[config.mk]
export PLATFORM = sky130hd
export DESIGN_NAME = ej32_mem_arb
export DESIGN_NICKNAME = d
export VERILOG_FILES = /design/src/rtl/ej32_pkg.sv /design/src/rtl/ej32_arb_starve.sv /design/src/rtl/ej32_mem_arb.sv
export SDC_FILE = /design/constraint.sdc
export NUM_CORES = 1
export LEC_CHECK = 0
export CAP_MARGIN = 20
export CELL_PAD_IN_SITES_DETAIL_PLACEMENT = 1
export CELL_PAD_IN_SITES_GLOBAL_PLACEMENT = 2
export CORE_MARGIN = 2
export CORE_UTILIZATION = 24
export CTS_CLUSTER_SIZE = 25
export DETAILED_ROUTE_END_ITERATION = 10
export GPL_ROUTABILITY_DRIVEN = 0
export PLACE_DENSITY_LB_ADDON = 0.1
export SYNTH_ARGS = -nofsm -noshare
export SYNTH_HDL_FRONTEND = slang
export SYNTH_SLANG_ARGS = --single-unit
export TNS_END_PERCENT = 100
[constraint.sdc]
create_clock -name clk -period 6.7 [get_ports clk]
set_clock_uncertainty 0.15 [all_clocks]
set_input_delay 2.01 -clock clk [delete_from_list [all_inputs] [get_ports clk]]
set_output_delay 2.01 -clock clk [all_outputs]
set_load 0.02 [all_outputs]
[src/rtl/ej32_pkg.sv]
// Shared types and defaults for the ej32 memory arbiter.
// Covers the arbiter FSM states, the statistics bundle and a saturating helper.
package ej32_pkg;

    localparam int ASZ_DEF    = 17;
    localparam int LSZ_DEF    = 9;
    localparam int STARVE_DEF = 8;

    typedef enum logic [1:0] {
        IDLE,
        BURST,
        DONE
    } arb_state_t;

    typedef struct packed {
        logic [15:0] core;
        logic [15:0] host;
        logic [15:0] stall;
    } arb_stat_t;

    function automatic logic [15:0] sat_inc(input logic [15:0] v);
        return (v == 16'hFFFF) ? v : v + 16'd1;
    endfunction

endpackage

[src/rtl/ej32_arb_starve.sv]
// Host starvation counter: counts core-won cycles while the host waits.
// Saturates at STARVE_MAX and raises starved_o to force a host slot.
module ej32_arb_starve #(
    parameter int STARVE_MAX = 8
) (
    input  logic clk,
    input  logic rst_n,
    input  logic inc_i,
    input  logic clr_i,
    output logic starved_o
);

    localparam int CW = $clog2(STARVE_MAX + 1);
    localparam logic [CW-1:0] MAXV = CW'(STARVE_MAX);

    logic [CW-1:0] cnt_q;
    logic [CW-1:0] cnt_d;

    always_comb begin
        cnt_d = cnt_q;
        if (clr_i) begin
            cnt_d = '0;
        end else if (inc_i && (cnt_q != MAXV)) begin
            cnt_d = cnt_q + 1'b1;
        end
    end

    always_ff @(posedge clk or negedge rst_n) begin
        if (!rst_n) begin
            cnt_q <= '0;
        end else begin
            cnt_q <= cnt_d;
        end
    end

    assign starved_o = (cnt_q == MAXV);

endmodule

[src/rtl/ej32_mem_arb.sv]
// Arbitrates the single byte-wide SRAM port between the core and a host DMA burst.
// Optional statistics counters are built when EJ32_ARB_STAT_EN is defined.
module ej32_mem_arb
    import ej32_pkg::*;
#(
    parameter int ASZ        = ASZ_DEF,
    parameter int LSZ        = LSZ_DEF,
    parameter int STARVE_MAX = STARVE_DEF
) (
    input  logic           clk,
    input  logic           rst,
    input  logic           core_req,
    input  logic           core_we,
    input  logic [ASZ-1:0] core_addr,
    input  logic [7:0]     core_wd,
    output logic [7:0]     core_rd,
    output logic           core_stall,
    input  logic           host_start,
    input  logic           host_we,
    input  logic [ASZ-1:0] host_base,
    input  logic [LSZ-1:0] host_len,
    input  logic [7:0]     host_wd,
    input  logic           host_wvalid,
    input  logic           host_rready,
    output logic [7:0]     host_rd,
    output logic           host_rvalid,
    output logic           host_wtake,
    output logic           host_busy,
    output logic           host_done,
    output logic [ASZ-1:0] mem_addr,
    output logic           mem_we,
    output logic [7:0]     mem_wd,
    input  logic [7:0]     mem_rd,
    output logic [15:0]    stat_core,
    output logic [15:0]    stat_host,
    output logic [15:0]    stat_stall
);

    arb_state_t     state_q, state_d;
    logic [ASZ-1:0] base_q, base_d;
    logic [LSZ-1:0] len_q, len_d;
    logic [LSZ-1:0] idx_q, idx_d;
    logic           we_q, we_d;
    logic [7:0]     rd_q, rd_d;
    logic           rvalid_q, rvalid_d;

    logic eligible;
    logic host_slot;
    logic starved;
    logic last_beat;
    logic accept;

    assign accept    = (state_q == IDLE) && host_start;
    assign eligible  = (state_q == BURST) &&
                       (we_q ? host_wvalid : host_rready);
    assign host_slot = eligible && (!core_req || starved);
    assign last_beat = ((idx_q + 1'b1) == len_q);

    // Only a core-won cycle with a waiting host counts toward starvation.
    ej32_arb_starve #(
        .STARVE_MAX (STARVE_MAX)
    ) u_starve (
        .clk       (clk),
        .rst_n     (rst),
        .inc_i     (eligible && !host_slot),
        .clr_i     (!(eligible && !host_slot)),
        .starved_o (starved)
    );

    always_ff @(posedge clk or negedge rst) begin
        if (!rst) begin
            state_q <= IDLE;
        end else begin
            state_q <= state_d;
        end
    end

    always_comb begin
        state_d = state_q;
        unique case (state_q)
            IDLE: begin
                if (host_start) begin
                    state_d = (host_len == '0) ? DONE : BURST;
                end
            end
            BURST: begin
                if (host_slot && last_beat) begin
                    state_d = DONE;
                end
            end
            DONE:    state_d = IDLE;
            default: state_d = IDLE;
        endcase
    end

    always_comb begin
        host_busy   = (state_q != IDLE);
        host_done   = (state_q == DONE);
        mem_addr    = core_addr;
        mem_we      = core_we && core_req;
        mem_wd      = core_wd;
        core_stall  = 1'b0;
        host_wtake  = 1'b0;
        if (host_slot) begin
            mem_addr   = base_q + ASZ'(idx_q);
            mem_we     = we_q;
            mem_wd     = host_wd;
            core_stall = core_req;
            host_wtake = we_q;
        end
    end

    assign core_rd     = mem_rd;
    assign host_rd     = rd_q;
    assign host_rvalid = rvalid_q;

    always_comb begin
        base_d   = base_q;
        len_d    = len_q;
        we_d     = we_q;
        idx_d    = idx_q;
        rvalid_d = host_slot && !we_q;
        rd_d     = rd_q;
        if (accept) begin
            base_d = host_base;
            len_d  = host_len;
            we_d   = host_we;
            idx_d  = '0;
        end else if (host_slot) begin
            idx_d = idx_q + 1'b1;
        end
        if (host_slot && !we_q) begin
            rd_d = mem_rd;
        end
    end

    always_ff @(posedge clk or negedge rst) begin
        if (!rst) begin
            base_q   <= '0;
            len_q    <= '0;
            we_q     <= 1'b0;
            idx_q    <= '0;
            rd_q     <= '0;
            rvalid_q <= 1'b0;
        end else begin
            base_q   <= base_d;
            len_q    <= len_d;
            we_q     <= we_d;
            idx_q    <= idx_d;
            rd_q     <= rd_d;
            rvalid_q <= rvalid_d;
        end
    end

`ifdef EJ32_ARB_STAT_EN
    arb_stat_t stat_q, stat_d;

    always_comb begin
        stat_d = stat_q;
        if (core_req && !core_stall) begin
            stat_d.core = sat_inc(stat_q.core);
        end
        if (host_slot) begin
            stat_d.host = sat_inc(stat_q.host);
        end
        if (core_stall) begin
            stat_d.stall = sat_inc(stat_q.stall);
        end
    end

    always_ff @(posedge clk or negedge rst) begin
        if (!rst) begin
            stat_q <= '0;
        end else begin
            stat_q <= stat_d;
        end
    end

    assign stat_core  = stat_q.core;
    assign stat_host  = stat_q.host;
    assign stat_stall = stat_q.stall;
`else
    assign stat_core  = '0;
    assign stat_host  = '0;
    assign stat_stall = '0;
`endif

endmodule

==> run_results.csv, run 1 <==
group,metric,value,unit
run_status,run_status,"finished, final reports clean",
layout,multi_input_area,1983,um2
yosys,avgSynthCellArea,7.922,um2
critical_path,slowest_stage,"sky130_fd_sc_hd__clkdlybuf4s50_1",
sta,fin_ws,364.0,ps
placement,hpwl,7873,um
die,die_height,126.3,um
critical_path,cpPeakStageDelay,590,ps
global_route,antenna_found_initial,0,
layout,count_of_nets_after_finishing,649,
yosys,synth_seq_area_share,35.56,%
critical_path,r2r_cells,10,
detailed_routing,aggregate_routed_wire_length,10200,um
clocking,clock_tree.root_cell,"sky130_fd_sc_hd__clkbuf_16",
pwr,p_leak,0.002315,uW
yosys,ys_warn_count,0,
pwr,power_frac_comb,49.1,%
clocking,cts_setup_buffers,0,
detailed_routing,detailroute.via_count,3207,
yosys,post_synth_instance_area,3588,um2
yosys,synth_flop_cell,"sky130_fd_sc_hd__dfrtp_1",
sta,number_of_max_slew_violations_in_the_final_report,0,
critical_path,crit-reg2reg-capture,"state_q[0]$_DFFE_PN0P_",
detailed_routing,detail_route.vias_per_cell,4.299,
detailed_routing,first_iter_violations,104,
die,ioPinCount,170,
clocking,cts.hold.buffers_added,0,
critical_path,cp_data_required_time,4540,ps
pwr,intPower,937.8,uW
global_route,gr-total-overflow,0,
sta,achievable-frequency,0.1578,GHz
global_route,grt_pass1_wl,17060,um
layout,area.sequential,1276,um2
layout,final_common_cell,"sky130_fd_sc_hd__nand2_1",
critical_path,arrival,4180,ps
critical_path,crit_path_start_kind,"primary input",
pwr,power.share.sequential,34.5,%
min_path,worst_hold_startpoint,"base_q[0]$_DFFE_PN0P_",
min_path,worstHoldPathType,"register to register",
global_route,groute.usage.overall,13.10,%
yosys,yosysTopAreaCell,"sky130_fd_sc_hd__dfrtp_1",
sta,rsz0062_at_grt,"false",
global_route,vias_in_the_first_global_route,3328,
detailed_routing,remaining_drc_errors,0,
clocking,cts-buffers-inserted,5,
sta,setup-tns-final,0,ps
die,row_count,44,
yosys,synth_largest_type_area_fraction,35.56,%
yosys,syn_inst,453,
sta,hold-worst-slack,335.7,ps
detailed_routing,first_pass_iters,4,
yosys,ys_seq_elements,51,
layout,n_antenna_cell,0,
die,floorplan.initialDensity,24.60,%
yosys,post_synth_cell_types,44,
yosys,async_reset_ff_share,100.0,%
placement,numPortBuffers,121,
clocking,tritoncts_clock_tree,"built",
clocking,cts_buffer_depth,2,
pwr,switchingPower,666.8,uW
sta,fin_crit,6336,ps
critical_path,r2r_slack,3920,ps
min_path,min_path_cells,2,
clocking,post_cts.resized_instances,0,
run,drv_cap,0,
die,die_w,126.3,um
clocking,clk_pin_slew_worst_paths,70,ps
layout,layout-drive-gt1-share,4.804,%
clocking,cts.htree.levels,2,
min_path,min_to,"base_q[0]$_DFFE_PN0P_",
clocking,clock_sink_count,51,
sta,final_min_period_over_clock_period,94.57,%
yosys,synth_enable_flop_cells,0,
clocking,clkLatencyLatePin,300,ps
detailed_routing,postRouteAntennaNets,0,
critical_path,cp_cell_sequence,"clkdlybuf4s50_1 > mux2_1 > and3_1 > and2_1 > nand2_1 > nand2_1 > clkdlybuf4s50_1",
placement,pre_cts_ws,308.3,ps
layout,layout_common_cells,"sky130_fd_sc_hd__nand2_1, sky130_fd_sc_hd__clkdlybuf4s50_1, sky130_fd_sc_hd__dfrtp_1, sky130_fd_sc_hd__conb_1, sky130_fd_sc_hd__o21ai_0",
die,dieArea,15950,um2
pwr,vdd.ir_drop.worst,0.1120,mV
pwr,power.share.clock,16.5,%
pwr,power_density_over_the_cells,324.9,nW/um2
yosys,netlist_top_cells_area,"sky130_fd_sc_hd__dfrtp_1, sky130_fd_sc_hd__nand2_1, sky130_fd_sc_hd__buf_4, sky130_fd_sc_hd__o21ai_0, sky130_fd_sc_hd__xor2_1",
layout,layout.filler_cells,1742,
pwr,fin_total_pwr,1605,uW
critical_path,critical_path.reg2reg.startpoint,"u_starve.cnt_q[0]$_DFFE_PN0P_",
critical_path,worstSetupEndpointType,"output port",
layout,area_growth_syn_to_layout,37.62,%
sta,worst_max_slew_pin_slew,689.2,ps
critical_path,path_class,"primary input to output port",
sta,hold_viol_final,0,
detailed_routing,wl_per_cell,13.67,um
critical_path,crit_path_max_fanout,15,
sta,worst_slew_margin_rel,54.05,%
pwr,netSwitchingFraction,41.56,%
global_route,pin_count_of_the_biggest_net_entering_global_routing,52,
die,core_area,14590,um2
sta,setup_violations,0,
==> power groups by stage <==
stage	combinational, uW	clock (uW)	sequential (uW)
floorplan	494	0	550
global placement	783	0	556
finish	788	264	553
CTS	801	279	556
detailed placement	798	0	562
global route	881	292	576
==> worst max-delay path, delay by kind of cell <==
family | cells | cell delay [ps]
AND/OR/NAND/NOR | 4 | 940
buffers and inverters | 2 | 1050
multiplexers | 1 | 170
==> Yosys cell counts, drive strengths merged (2+ instances only) <==
master and n:
nand2 142, buf 58, dfrtp 51, o21ai 34, nor2 22, xor2 19
clkbuf 15, a21oi 12, ha 12, xnor2 11, mux2 9, inv 8
and3 7, nand3 7, a21o 6, o31ai 5, nand4 4, and2 3
and4 3, nor3 3, and3b 2, nor2b 2, o211ai 2
==> worst max-delay path by stage <==
stage,start,to,slack (ps),cells past startpoint
after detailed placement,host_wvalid,mem_addr[1],310,7
after global placement,host_wvalid,mem_addr[0],390,7
final,host_wvalid,mem_wd[5],360,7
after global routing,host_wvalid,mem_addr[1],180,7
after CTS,host_wvalid,mem_addr[1],310,7
after floorplan,host_wvalid,mem_addr[10],1200,6
==> sequential cells by signal, summed over array words and instances (netlist names) <==
signal and cells:
base_q 17, host_rd 8, host_rvalid 1, idx_q 9
len_q 9, state_q 2, u_starve.cnt_q 4, we_q 1
==> layer usage <==
layer / GRT usage (%) / up-vias / routed length (um) / part of all wire (%)
li1: - / 1600 / - / -
met1: 17.97 / 1513 / 4878 / 48
met2: 21.03 / 88 / 4794 / 47
met3: 3.186 / 6 / 425 / 4.2
met4: 2.715 / 0 / 99 / 0.97
met5: 0 / - / 0 / 0
==> logic make-up after synthesis <==
| group | Yosys count | share of synthesized area (%) |
|---|---|---|
| AND/OR/NAND/NOR | 201 | 23.88 |
| buffers and inverters | 81 | 14.57 |
| AO/OA/AOI/OAI | 66 | 10.70 |
| flip-flops | 51 | 35.56 |
| XOR/XNOR | 30 | 7.322 |
| adder cells (fa/ha/maj) | 13 | 4.742 |
| multiplexers | 10 | 3.103 |
| other | 1 | 0.1045 |
==> cell type report <==
type,instances,area share (%)
sequential,51,25.84
clock inverter,3,0.4560
tap,184,4.662
clock buffer,5,2.534
inverter,8,0.6081
multi-input combinational,368,40.16
timing repair buffer,127,25.74
==> metrics by stage <==
step / cell area, um2 / std cells / utilization [%]
2_1_floorplan: 3765 / 500 / -
3_3_place_gp: 4763 / 737 / 32.65
3_5_place_dp: 4763 / 737 / 32.65
4_1_cts: 4911 / 745 / 33.66
5_1_grt: 4938 / 746 / 33.85
6_report: 4938 / 746 / 33.85
(Power assumes the default switching activity.)
==> inputs of run 2 (changes only) <==
--- a/config.mk
+++ b/config.mk
@@ -14,6 +14,7 @@
 export DETAILED_ROUTE_END_ITERATION = 10
 export GPL_ROUTABILITY_DRIVEN = 0
 export PLACE_DENSITY_LB_ADDON = 0.1
+export SLEW_MARGIN = 10
 export SYNTH_ARGS = -nofsm -noshare
 export SYNTH_HDL_FRONTEND = slang
 export SYNTH_SLANG_ARGS = --single-unit
==> results of run 2 <==
Final layout, timing and power as in run 1 (identical DEF).
